`src/rtl/seg_scan_display.sv`:
```
// Multiplexed 7-segment scanner with frame-synchronous shadowing, leading-zero
// blanking and PWM brightness. Define SEG_SCAN_BLINK_EN to add per-digit blink.
module seg_scan_display #(
    parameter int DIGITS         = 8,
    parameter int CLK_DIV        = 50000,
    parameter int SEL_ACTIVE_LOW = 0,
    parameter int SEG_ACTIVE_LOW = 1
`ifdef SEG_SCAN_BLINK_EN
    ,
    parameter int BLINK_FRAMES   = 32
`endif
) (
    input  logic                  clk,
    input  logic                  rst_n,
    input  logic                  en,
    input  logic [4*DIGITS-1:0]   nums,
    input  logic [DIGITS-1:0]     dp,
    input  logic                  blank_lz,
    input  logic [3:0]            bright,
`ifdef SEG_SCAN_BLINK_EN
    input  logic [DIGITS-1:0]     blink,
`endif
    output logic [DIGITS-1:0]     sel,
    output logic [6:0]            seg,
    output logic                  dp_out,
    output logic                  frame_tick
);

    localparam int CW     = $clog2(CLK_DIV);
    localparam int IW     = (DIGITS > 1) ? $clog2(DIGITS) : 1;
    localparam int SLOT16 = CLK_DIV / 16;

    localparam logic [DIGITS-1:0] SEL_OFF = (SEL_ACTIVE_LOW != 0) ? {DIGITS{1'b1}} : {DIGITS{1'b0}};
    localparam logic [6:0]        SEG_OFF = (SEG_ACTIVE_LOW != 0) ? 7'h7F : 7'h00;
    localparam logic              DP_OFF  = (SEG_ACTIVE_LOW != 0) ? 1'b1 : 1'b0;

    logic [CW-1:0]       cnt_q, cnt_d;
    logic [IW-1:0]       idx_q, idx_d;
    logic [4*DIGITS-1:0] nums_sh_q, nums_sh_d;
    logic [DIGITS-1:0]   dp_sh_q, dp_sh_d;
    logic [DIGITS-1:0]   sel_q, sel_d;
    logic [6:0]          seg_q, seg_d;
    logic                dp_out_q, dp_out_d;
    logic                frame_tick_q, frame_tick_d;

    logic slot_end, last_digit, frame_end, shadow_ld;
    logic blink_mask;

    // Active-low font (0 = segment lit), order {g,f,e,d,c,b,a}.
    function automatic logic [6:0] hex_font(input logic [3:0] n);
        case (n)
            4'h0:    hex_font = 7'b1000000;
            4'h1:    hex_font = 7'b1111001;
            4'h2:    hex_font = 7'b0100100;
            4'h3:    hex_font = 7'b0110000;
            4'h4:    hex_font = 7'b0011001;
            4'h5:    hex_font = 7'b0010010;
            4'h6:    hex_font = 7'b0000010;
            4'h7:    hex_font = 7'b1111000;
            4'h8:    hex_font = 7'b0000000;
            4'h9:    hex_font = 7'b0010000;
            4'hA:    hex_font = 7'b0001000;
            4'hB:    hex_font = 7'b0000011;
            4'hC:    hex_font = 7'b1000110;
            4'hD:    hex_font = 7'b0100001;
            4'hE:    hex_font = 7'b0000110;
            default: hex_font = 7'b0001110;
        endcase
    endfunction

    assign slot_end   = (cnt_q == CW'(CLK_DIV - 1));
    assign last_digit = (idx_q == IW'(DIGITS - 1));
    assign frame_end  = en && slot_end && last_digit;
    assign shadow_ld  = !en || frame_end;

    always_comb begin
        cnt_d = cnt_q;
        idx_d = idx_q;
        if (!en) begin
            cnt_d = '0;
            idx_d = '0;
        end else if (slot_end) begin
            cnt_d = '0;
            idx_d = last_digit ? '0 : idx_q + IW'(1);
        end else begin
            cnt_d = cnt_q + CW'(1);
        end
    end

    always_comb begin
        nums_sh_d = shadow_ld ? nums : nums_sh_q;
        dp_sh_d   = shadow_ld ? dp   : dp_sh_q;
    end

`ifdef SEG_SCAN_BLINK_EN
    localparam int BW = $clog2(BLINK_FRAMES + 1);

    logic [DIGITS-1:0] blink_sh_q, blink_sh_d;
    logic [BW-1:0]     blink_cnt_q, blink_cnt_d;
    logic              blink_off_q, blink_off_d;

    always_comb begin
        blink_sh_d  = shadow_ld ? blink : blink_sh_q;
        blink_cnt_d = blink_cnt_q;
        blink_off_d = blink_off_q;
        if (frame_end) begin
            if (blink_cnt_q == BW'(BLINK_FRAMES - 1)) begin
                blink_cnt_d = '0;
                blink_off_d = ~blink_off_q;
            end else begin
                blink_cnt_d = blink_cnt_q + BW'(1);
            end
        end
        blink_mask = blink_off_q && blink_sh_q[idx_q];
    end

    always_ff @(posedge clk or negedge rst_n) begin
        if (!rst_n) begin
            blink_sh_q  <= '0;
            blink_cnt_q <= '0;
            blink_off_q <= 1'b0;
        end else begin
            blink_sh_q  <= blink_sh_d;
            blink_cnt_q <= blink_cnt_d;
            blink_off_q <= blink_off_d;
        end
    end
`else
    assign blink_mask = 1'b0;
`endif

    // zero_above[i]: shadow nibbles i..DIGITS-1 are all zero.
    logic [DIGITS-1:0] zero_above;
    logic              zero_acc;

    always_comb begin
        zero_above = '0;
        zero_acc   = 1'b1;
        for (int i = DIGITS - 1; i >= 0; i--) begin
            zero_acc      = zero_acc && (nums_sh_q[4*i +: 4] == 4'd0);
            zero_above[i] = zero_acc;
        end
    end

    logic [3:0]        nib;
    logic [6:0]        seg_lo;
    logic              dp_lo;
    logic              blanked;
    logic              pwm_on;
    logic [31:0]       on_len;
    logic [DIGITS-1:0] sel_raw;

    always_comb begin
        nib     = nums_sh_q[4*int'(idx_q) +: 4];
        blanked = blank_lz && (idx_q != '0) && zero_above[idx_q];
        seg_lo  = blanked ? 7'h7F : hex_font(nib);
        dp_lo   = ~dp_sh_q[idx_q];
        if (blink_mask) begin
            seg_lo = 7'h7F;
            dp_lo  = 1'b1;
        end

        on_len  = (32'(bright) + 32'd1) * 32'(SLOT16);
        pwm_on  = (32'(cnt_q) < on_len);
        sel_raw = '0;
        if (pwm_on) sel_raw[idx_q] = 1'b1;

        if (en) begin
            sel_d    = (SEL_ACTIVE_LOW != 0) ? ~sel_raw : sel_raw;
            seg_d    = (SEG_ACTIVE_LOW != 0) ? seg_lo : ~seg_lo;
            dp_out_d = (SEG_ACTIVE_LOW != 0) ? dp_lo : ~dp_lo;
        end else begin
            sel_d    = SEL_OFF;
            seg_d    = SEG_OFF;
            dp_out_d = DP_OFF;
        end
        frame_tick_d = frame_end;
    end

    always_ff @(posedge clk or negedge rst_n) begin
        if (!rst_n) begin
            cnt_q        <= '0;
            idx_q        <= '0;
            nums_sh_q    <= '0;
            dp_sh_q      <= '0;
            sel_q        <= SEL_OFF;
            seg_q        <= SEG_OFF;
            dp_out_q     <= DP_OFF;
            frame_tick_q <= 1'b0;
        end else begin
            cnt_q        <= cnt_d;
            idx_q        <= idx_d;
            nums_sh_q    <= nums_sh_d;
            dp_sh_q      <= dp_sh_d;
            sel_q        <= sel_d;
            seg_q        <= seg_d;
            dp_out_q     <= dp_out_d;
            frame_tick_q <= frame_tick_d;
        end
    end

    assign sel        = sel_q;
    assign seg        = seg_q;
    assign dp_out     = dp_out_q;
    assign frame_tick = frame_tick_q;

endmodule

```
`config.mk`:
```
export PLATFORM = sky130hd
export DESIGN_NAME = seg_scan_display
export DESIGN_NICKNAME = d
export VERILOG_FILES = /design/src/rtl/seg_scan_display.sv
export SDC_FILE = /design/constraint.sdc
export NUM_CORES = 1
export LEC_CHECK = 0
export BUFFER_PORTS_ARGS = -buffer_cell sky130_fd_sc_hd__buf_2
export CORE_UTILIZATION = 63
export DETAILED_ROUTE_END_ITERATION = 8
export PLACE_DENSITY = 0.95
export SYNTH_ARGS = -nofsm -noshare
export SYNTH_HDL_FRONTEND = slang
export SYNTH_SLANG_ARGS = --single-unit
```
`constraint.sdc`:
```
create_clock -name clk -period 7 [get_ports clk]
set_input_delay 0.35 -clock clk [delete_from_list [all_inputs] [get_ports clk]]
set_output_delay 0.35 -clock clk [all_outputs]
set_load 0.05 [all_outputs]
```
Yosys cells after proc, flatten, opt, wreduce, memory -nomap -nowiden
Memories as Yosys holds them, arrays and structs flattened. Cells that the tools add are included.

Output and inout bits: 17. Register bits after elaboration: 76. Memories: 1. ROM bits: 112.

Memories: (no name shown) (depth 16, width 7, read ports 1, clocked after memory_dff 0, wr ports 0, RTL line 51) `case (n)`.

Reductions and logical operators: 23. Shift-type cells: 1. Multipliers: 1. Add/sub/neg operators: 3. $lt $le $gt $ge: 3. Muxes and demuxes: 16. Bitwise gates (word level): 1. Eq/ne operators: 3.

Operators with widths (count): logical NOT 4 bit (8); two-way mux 16 bit (2); indexed part select 32 x 6 -> 4 bit (1); less-than comparator 16 x 17 -> 1 bit (1); multiplier 5 x 12 -> 17 bit, second input constant (1); adder 16 x 1 -> 16 bit, second input constant (1); equality test 16 bit, second input constant (1); two-way mux 8 bit (2); two-way mux 7 bit (2); logical AND 1 bit (12); two-way mux 3 bit (3); binary-select mux 1 bit (select 3 bit) (2); adder 4 x 1 -> 5 bit, second input constant (1); less-than comparator 3 x 4 -> 1 bit, second input constant (1); two-way mux 1 bit (4); adder 3 x 1 -> 3 bit, second input constant (1); demux 1 bit (select 3 bit) (1); equality test 3 bit, second input constant (1); >= comparator 3 x 1 -> 1 bit, second input constant (1); nonzero test 3 bit (1); != test 2 x 1 -> 1 bit, second input constant (1); logical NOT 1 bit (1); logical OR 1 bit (1); inverter 1 bit (1).

Longest topological paths before layout
Gate-level depths: netlist of the first run.

Word-level depth: 13. Gate-level depth with buffers: 21.

Least setup slack after synthesis of the first run
No wires, ideal clock.

Path kind: in2reg. From: input bright[0]. To: register sel_q[4], in the netlist sel[4]. Library setup time: 0.101 ns. Path slack: 2.489 ns. Cell stages on the path: 21. Arrival time: 4.410 ns. Buffers on the path: 0. Path through: ha_1 xor2_1 ha_1 xnor2_1 ha_1 a21o_1 ha_1 ha_1 a21oi_1 a21oi_1 o21ai_0 a21oi_1 o21ai_0 xor2_1 ha_1 a22o_1 nor4_1 o221ai_1 o221a_2 o211a_1 nor4_1.

Cells in the longest elaborated chain, start to end: 5.

Ends and longest elaborated chain: start: declaration (RTL line 19) `input logic [3:0] bright,`; adder 4 x 1 -> 5 bit (RTL line 163) `on_len = (32'(bright) + 32'd1) * 32'(SLOT16);`; multiplier 5 x 12 -> 17 bit (RTL line 163); less-than comparator 16 x 17 -> 1 bit (RTL line 164) `pwm_on = (32'(cnt_q) < on_len);`; two-way mux 8 bit (RTL line 166) `if (pwm_on) sel_raw[idx_q] = 1'b1;`; two-way mux 8 bit (RTL line 168) `if (en) begin`; via sel_d[4] (RTL line 41) `logic [DIGITS-1:0] sel_q, sel_d;`; end signal: assignment (RTL line 195) `sel_q <= sel_d;`; end: declaration (RTL line 41).

The timed path passes the listed nets, and every way through them passes these cells. A chain may end at the register's enable or synchronous reset.

Worst setup path in the final report of the first run
Ends and elaborated chain as after synthesis.

==> results of run 1 <==
path summary, 6_finish.rpt:
kind / endpoint / slack (ns) / cells past startpoint
max: sel[4]$_DFF_PN0_ / 1.81 / 22
min: dp_out$_DFF_PN1_ / 0.19 / 2
max reg2reg: seg[3]$_DFF_PN1_ / 4.09 / 8
min reg2reg: dp_sh_q[5]$_DFFE_PN0P_ / 0.53 / 1
max in group asynchronous: cnt_q[6]$_DFF_PN0_ / 6.19 / 2
min in group asynchronous: nums_sh_q[17]$_DFFE_PN0P_ / 0.20 / 2
layer usage:
metal  part of all wire  wire length (µm)  GRT usage
met4              0.036               398      0.135
met2               0.48              5390      0.465
met1               0.42              4680      0.364
met5                  0                 0          0
met3              0.064               718     0.0598
flip-flops by register name (all words and copies together), names as in the netlist:
register and count:
nums_sh_q 32, cnt_q 16, dp_sh_q 8, sel 8
seg 7, idx_q 3, dp_out 1, frame_tick 1
power groups by stage:
stage	clock network [mW]	registers [mW]	logic [mW]
floorplan	0	0.519	0.203
global placement	0	0.504	0.280
detailed placement	0	0.507	0.296
CTS	0.314	0.499	0.300
global route	0.332	0.503	0.331
finish	0.311	0.500	0.302
synthesized netlist by cell type (all sizes together), types with 2 or more instances:
cell type  count
dfrtp         68
ha            57
mux2          48
nor2          33
nand2         27
inv           23
a21oi         20
xnor2         14
nor4          13
xor2          13
o21ai         11
nand3         10
buf            9
mux2i          9
dfstp          8
nand4          6
a221oi         5
clkbuf         5
nor3           5
o211ai         5
a21o           4
and3           4
nand2b         4
o21a           4
o221ai         4
a31oi          3
and2           3
mux4           3
o22ai          3
or3            3
a221o          2
a22oi          2
nor2b          2
o41ai          2
logic make-up after synthesis:
group | after synthesis
AO/OA/AOI/OAI | 73
buffers and inverters | 37
XOR/XNOR | 27
adder cells (fa/ha/maj) | 58
multiplexers | 60
flip-flops | 76
AND/OR/NAND/NOR | 115
worst max-delay path, cell delays in order:
cell and delay, ns:
buf_2 0.18, ha_1 0.21, xor2_1 0.41, ha_1 0.29, xnor2_1 0.09, ha_1 0.18, a21o_1 0.15, ha_1 0.27
ha_1 0.36, a21oi_1 0.21, a21oi_1 0.09, o21ai_0 0.34, a21oi_1 0.15, o21ai_0 0.30, xor2_1 0.20, ha_1 0.28
a22o_1 0.22, nor4_1 0.24, o221ai_1 0.17, o221a_2 0.29, o211a_1 0.20, nor4_1 0.26
layout make-up:
cell class | count | share of cell area
clock inverter | 7 | 0.0102
sequential | 76 | 0.345
multi-input combinational | 333 | 0.523
clock buffer | 9 | 0.0224
tap | 102 | 0.0231
inverter | 23 | 0.0156
timing repair buffer | 66 | 0.0606
metrics by stage:
stage / setup slack, ns / hold slack (ns)
finish: 1.81 / 0.192
global route: 1.51 / 0.206
CTS: 1.85 / 0.203
detailed placement: 1.74 / 0.504
global placement: 2.04 / 0.493
floorplan: 2.49 / 0.0544
==> out/results.tsv, run 1 <==
stage	metric	value	unit
min_path	hp-class	in -> reg	
synthesis	synth_fp_nets	552	
finish	nFillCells	546	
synthesis	synth_compound_area_frac	0.0996	
timing	tns	0	ns
synthesis	synth_top_family_by_area	multiplexers	
critical_path	path_class	in -> reg	
global_route	grt_pass1_wl	18300	µm
flow_run	max-cap-violations	0	
power	total_power	1.11	mW
power	power_leakage	2.68	nW
finish	nets	615	
clock_tree	ctsHoldBuffers	0	
finish	multi_input_area	2900	µm²
finish	drive_gt1_frac	0.282	
synthesis	ys_seq_area_frac	0.384	
finish	final_cell_area	5540	µm²
detailed_routing	num_vias	3819	
synthesis	synth_top_area_share	0.342	
timing	setup_violations	0	
clock_tree	cts_setup_buffers	0	
synthesis	synth_edf_count	0	
clock_tree	insertion_delay	0.36	ns
global_route	antenna_found_initial	0	
timing	final.period_utilization	0.741	
place	portBuffers	64	
finish	final_cell_mix	dfrtp_1 (68), buf_2 (64), ha_1 (57), mux2_4 (40), nor2_1 (33)	
synthesis	synth_xor_area_frac	0.0475	
floorplanning	fp.dieH	90.9	µm
clock_tree	h-tree-depth	3	
finish	final_util	0.720	
global_route	first_global_vias	3729	
synthesis	yosys.area_share.simple	0.115	
synthesis	synth-adder-area-share	0.147	
timing	fin_crit	5.19	ns
floorplanning	io_pins	65	
finish	instances_no_fill	616	
floorplanning	core	7690	µm²
synthesis	ys_warn_count	0	
critical_path	worstPathRequired	7.26	ns
power	p_sw_frac	0.333	
power	p_seq_frac	0.450	
power	p_clk_frac	0.279	
detailed_routing	wirelength	11200	µm
global_route	grt_max_degree	77	
clock_tree	clk_path_buf_depth	2	
detailed_routing	drt_iter0_markers	280	
timing	slew-limit-headroom	0.372	
timing	max_freq	193	MHz
power	p_int	742	µW
synthesis	async_reset_ff_frac	1.00	
clock_tree	cts_root_buffer	clkbuf_8	
place	dp_cells	600	
clock_tree	tritoncts	built	
synthesis	syn-cell-area	4970	µm²
power	p_sw	371	µW
critical_path	startpoint	bright[0]	
power	ir_drop	0.192	mV
synthesis	ys_ff_latch	76	
synthesis	synthMuxAreaShare	0.171	
synthesis	yosysTopAreaCell	dfrtp_1	
detailed_routing	ant_nets	0	
synthesis	synthDistinctLibCells	54	
detailed_routing	routedWlPerCell	18.2	µm
critical_path	crit_arrival	5.45	ns
timing	worstMarginPinSlew	0.942	ns
synthesis	synth-main-ff-cell	dfrtp_1	
synthesis	ys_top_cells_by_area	dfrtp_1 (34%), ha_1 (14%), mux2_4 (12%)	
floorplanning	core.rowCount	32	
critical_path	cp_max_fo	8	
global_route	grt-ovfl-total	0	
clock_tree	post_cts_resized	0	
critical_path	timing.rr.start	idx_q[2]$_DFFE_PN0P_	
detailed_routing	first_pass_iters	5	
finish	syn2layout_area_growth	11.3	%
timing	rsz0062_at_grt	no	
floorplanning	dieWidth	90.9	µm
clock_tree	cts.sinks	76	
timing	hold_viol_final	0	
run_status	status	completed	
finish	antenna_cells	0	
power	pwr-share-comb	0.271	
finish	mostFrequentLayoutCell	dfrtp_1	
power	p_per_area	201	nW/µm²
floorplanning	start_util	0.647	
place	placed_cell_area	5360	µm²
synthesis	synthCells	446	
detailed_routing	routed_via_density	6.20	
global_route	track_usage	0.285	
synthesis	synth.avg_cell_area	11.2	µm²
clock_tree	cts_buffers	9	
floorplanning	dieArea	8250	µm²
critical_path	end_kind	flip-flop	
place	routabilityCongestion	0.925	
timing	finalClockSkew	0.0117	ns
critical_path	cp-start-kind	input pin	
detailed_routing	drc	0	
timing	drv_slew	0	
min_path	min_from	en	
clock_tree	path_clk_slew	0.08	ns
place	dp_hpwl	8230	µm
finish	seq_area	1910	µm²
Note: power is estimated with default switching activity, not from simulation.
==> run 2, diff against run 1 <==
CORE_UTILIZATION = 53   (was 63)
PLACE_DENSITY = 0.87   (was 0.95)
clock period = 4.5 ns   (was 7 ns; I/O delays follow)
==> out/results.tsv, run 2 (synthesized netlist as in run 1, its figures left out) <==
stage	metric	value	unit
run_status	status	completed	
critical_path	cp-start-kind	input pin	
global_route	track_usage	0.242	
detailed_routing	wirelength	11200	µm
floorplanning	dieArea	9780	µm²
finish	nets	630	
finish	reg_top3	nums_sh_q: 32 flops, cnt_q: 16 flops	
clock_tree	cts_setup_buffers	0	
critical_path	crit_arrival	4.59	ns
critical_path	cp.depth	21	
clock_tree	insertion_delay	0.35	ns
finish	mostFrequentLayoutCell	dfrtp_1	
global_route	antenna_found_initial	0	
finish	antenna_cells	0	
detailed_routing	routed_via_density	5.97	
finish	instances_no_fill	637	
critical_path	path_cells	buf_2 > ha_1 > and3_2 > ha_1 > xnor2_1 > ha_1 > a21o_1 > ha_1 > ha_1 > buf_4 > a211oi_4 > o211ai_1 > a31oi_2 > o21bai_1 > xnor2_1 > ha_1 > nor4_1 > o221ai_1 > o221a_2 > o211a_4 > nor3_1	
critical_path	cpPeakStageDelay	0.32	ns
timing	finalClockSkew	0.00996	ns
detailed_routing	num_vias	3802	
place	placed_cell_area	5480	µm²
clock_tree	tritoncts	built	
place	portBuffers	64	
timing	rsz0062_at_grt	no	
timing	slew-limit-headroom	0.340	
clock_tree	cts_root_buffer	clkbuf_8	
place	routabilityCongestion	0.854	
power	ir_drop	0.210	mV
critical_path	critPathSlowestCell	ha_1	
floorplanning	io_pins	65	
timing	tns	0	ns
place	dp_hpwl	8510	µm
timing	setup_violations	0	
timing	hold_viol_final	0	
place	dp_cells	621	
clock_tree	ctsHoldBuffers	0	
timing	fin_crit	4.35	ns
finish	top_register	nums_sh_q	
critical_path	crit_buf_inv	2	
timing	drv_slew	0	
detailed_routing	drc	0	
floorplanning	dieWidth	98.9	µm
detailed_routing	drt_iter0_markers	283	
critical_path	end_kind	flip-flop	
global_route	first_global_vias	3790	
detailed_routing	ant_nets	0	
floorplanning	start_util	0.559	
floorplanning	core	8890	µm²
global_route	grt-ovfl-total	0	
critical_path	path_class	in -> reg	
clock_tree	h-tree-depth	3	
finish	drive_gt1_frac	0.321	
flow_run	max-cap-violations	0	
power	p_per_area	332	nW/µm²
min_path	hp-class	in -> async	
finish	syn2layout_area_growth	16.6	%
power	total_power	1.93	mW
finish	largest_reg_flops	32	
detailed_routing	first_pass_iters	5	
critical_path	cp_top_family	compound AO/OA/AOI/OAI gates	
finish	nFillCells	674	
place	place_ws	-0.379	ns
critical_path	r2r-end	seg[0]$_DFF_PN1_	
timing	worstMarginPinSlew	0.990	ns
timing	worst_slack	0.154	ns
finish	final_cell_mix	dfrtp_1 (68), buf_2 (63), ha_1 (57), mux2_4 (40), nor2_1 (33)	
finish	final_util	0.652	
global_route	grt_pass1_wl	18300	µm
finish	final_cell_area	5800	µm²
critical_path	cpMostUsedCell	ha_1	
timing	whs	0.0128	ns
timing	final.period_utilization	0.966	
critical_path	cp_max_fo	7	
clock_tree	clk_path_buf_depth	2	
floorplanning	fp.dieH	98.9	µm
clock_tree	path_clk_slew	0.08	ns
critical_path	timing.rr.start	idx_q[1]$_DFFE_PN0P_	
global_route	grt_max_degree	77	
detailed_routing	routedWlPerCell	17.6	µm
power	power_leakage	2.80	nW
critical_path	ff2ff_setup_slack	1.54	ns
clock_tree	cts.sinks	76	
timing	max_freq	230	MHz
clock_tree	cts_buffers	9	
critical_path	reg2reg_depth	6	
critical_path	worstPathRequired	4.74	ns
floorplanning	core.rowCount	34	
## run 2: routing by layer
metal,wire length (µm),GRT usage
met1,4900,0.314
met3,532,0.0411
met4,350,0.117
met2,5440,0.395
met5,0,0
## run 2: power by group
part | leakage (nW) | switching [mW] | total, mW | internal [mW]
Clock | 0.124 | 0.256 | 0.643 | 0.387
Combinational | 1.73 | 0.271 | 0.506 | 0.235
Sequential | 0.939 | 0.0425 | 0.779 | 0.736
Total | 2.80 | 0.570 | 1.93 | 1.36
## run 2: layout make-up
class / count / area (µm²) / area share
Multi-Input combinational cell: 333 / 2970 / 0.512
Sequential cell: 76 / 1910 / 0.330
Timing Repair Buffer: 81 / 450 / 0.0777
Clock buffer: 11 / 141 / 0.0244
Tap cell: 108 / 135 / 0.0233
Clock inverter: 5 / 108 / 0.0186
Inverter: 23 / 86.3 / 0.0149
## run 2: worst max path at each step
stage	from	end	slack, ns
6_report	bright[0]	sel[5]$_DFF_PN0_	0.15
5_1_grt	bright[0]	sel[6]$_DFF_PN0_	0.007
4_1_cts	bright[0]	sel[4]$_DFF_PN0_	0.004
3_5_place_dp	bright[0]	sel[3]$_DFF_PN0_	-0.38
3_3_place_gp	bright[0]	sel[1]$_DFF_PN0_	-0.17
2_1_floorplan	bright[0]	sel[4]$_DFF_PN0_	0.11
## run 2: repair_timing
item,4_1_cts,5_1_grt
resized for setup,3,12
endpoints found under the setup margin,2,8
pin swaps,0,4
## run 2: worst register-to-register path, cell delays in order, from the launching register on
cell      delay [ns]
dfrtp_1         0.75
nor2b_1         0.48
a221oi_1        0.17
o22ai_1         0.80
nand2b_1        0.30
a21oi_1         0.11
o31ai_1         0.27
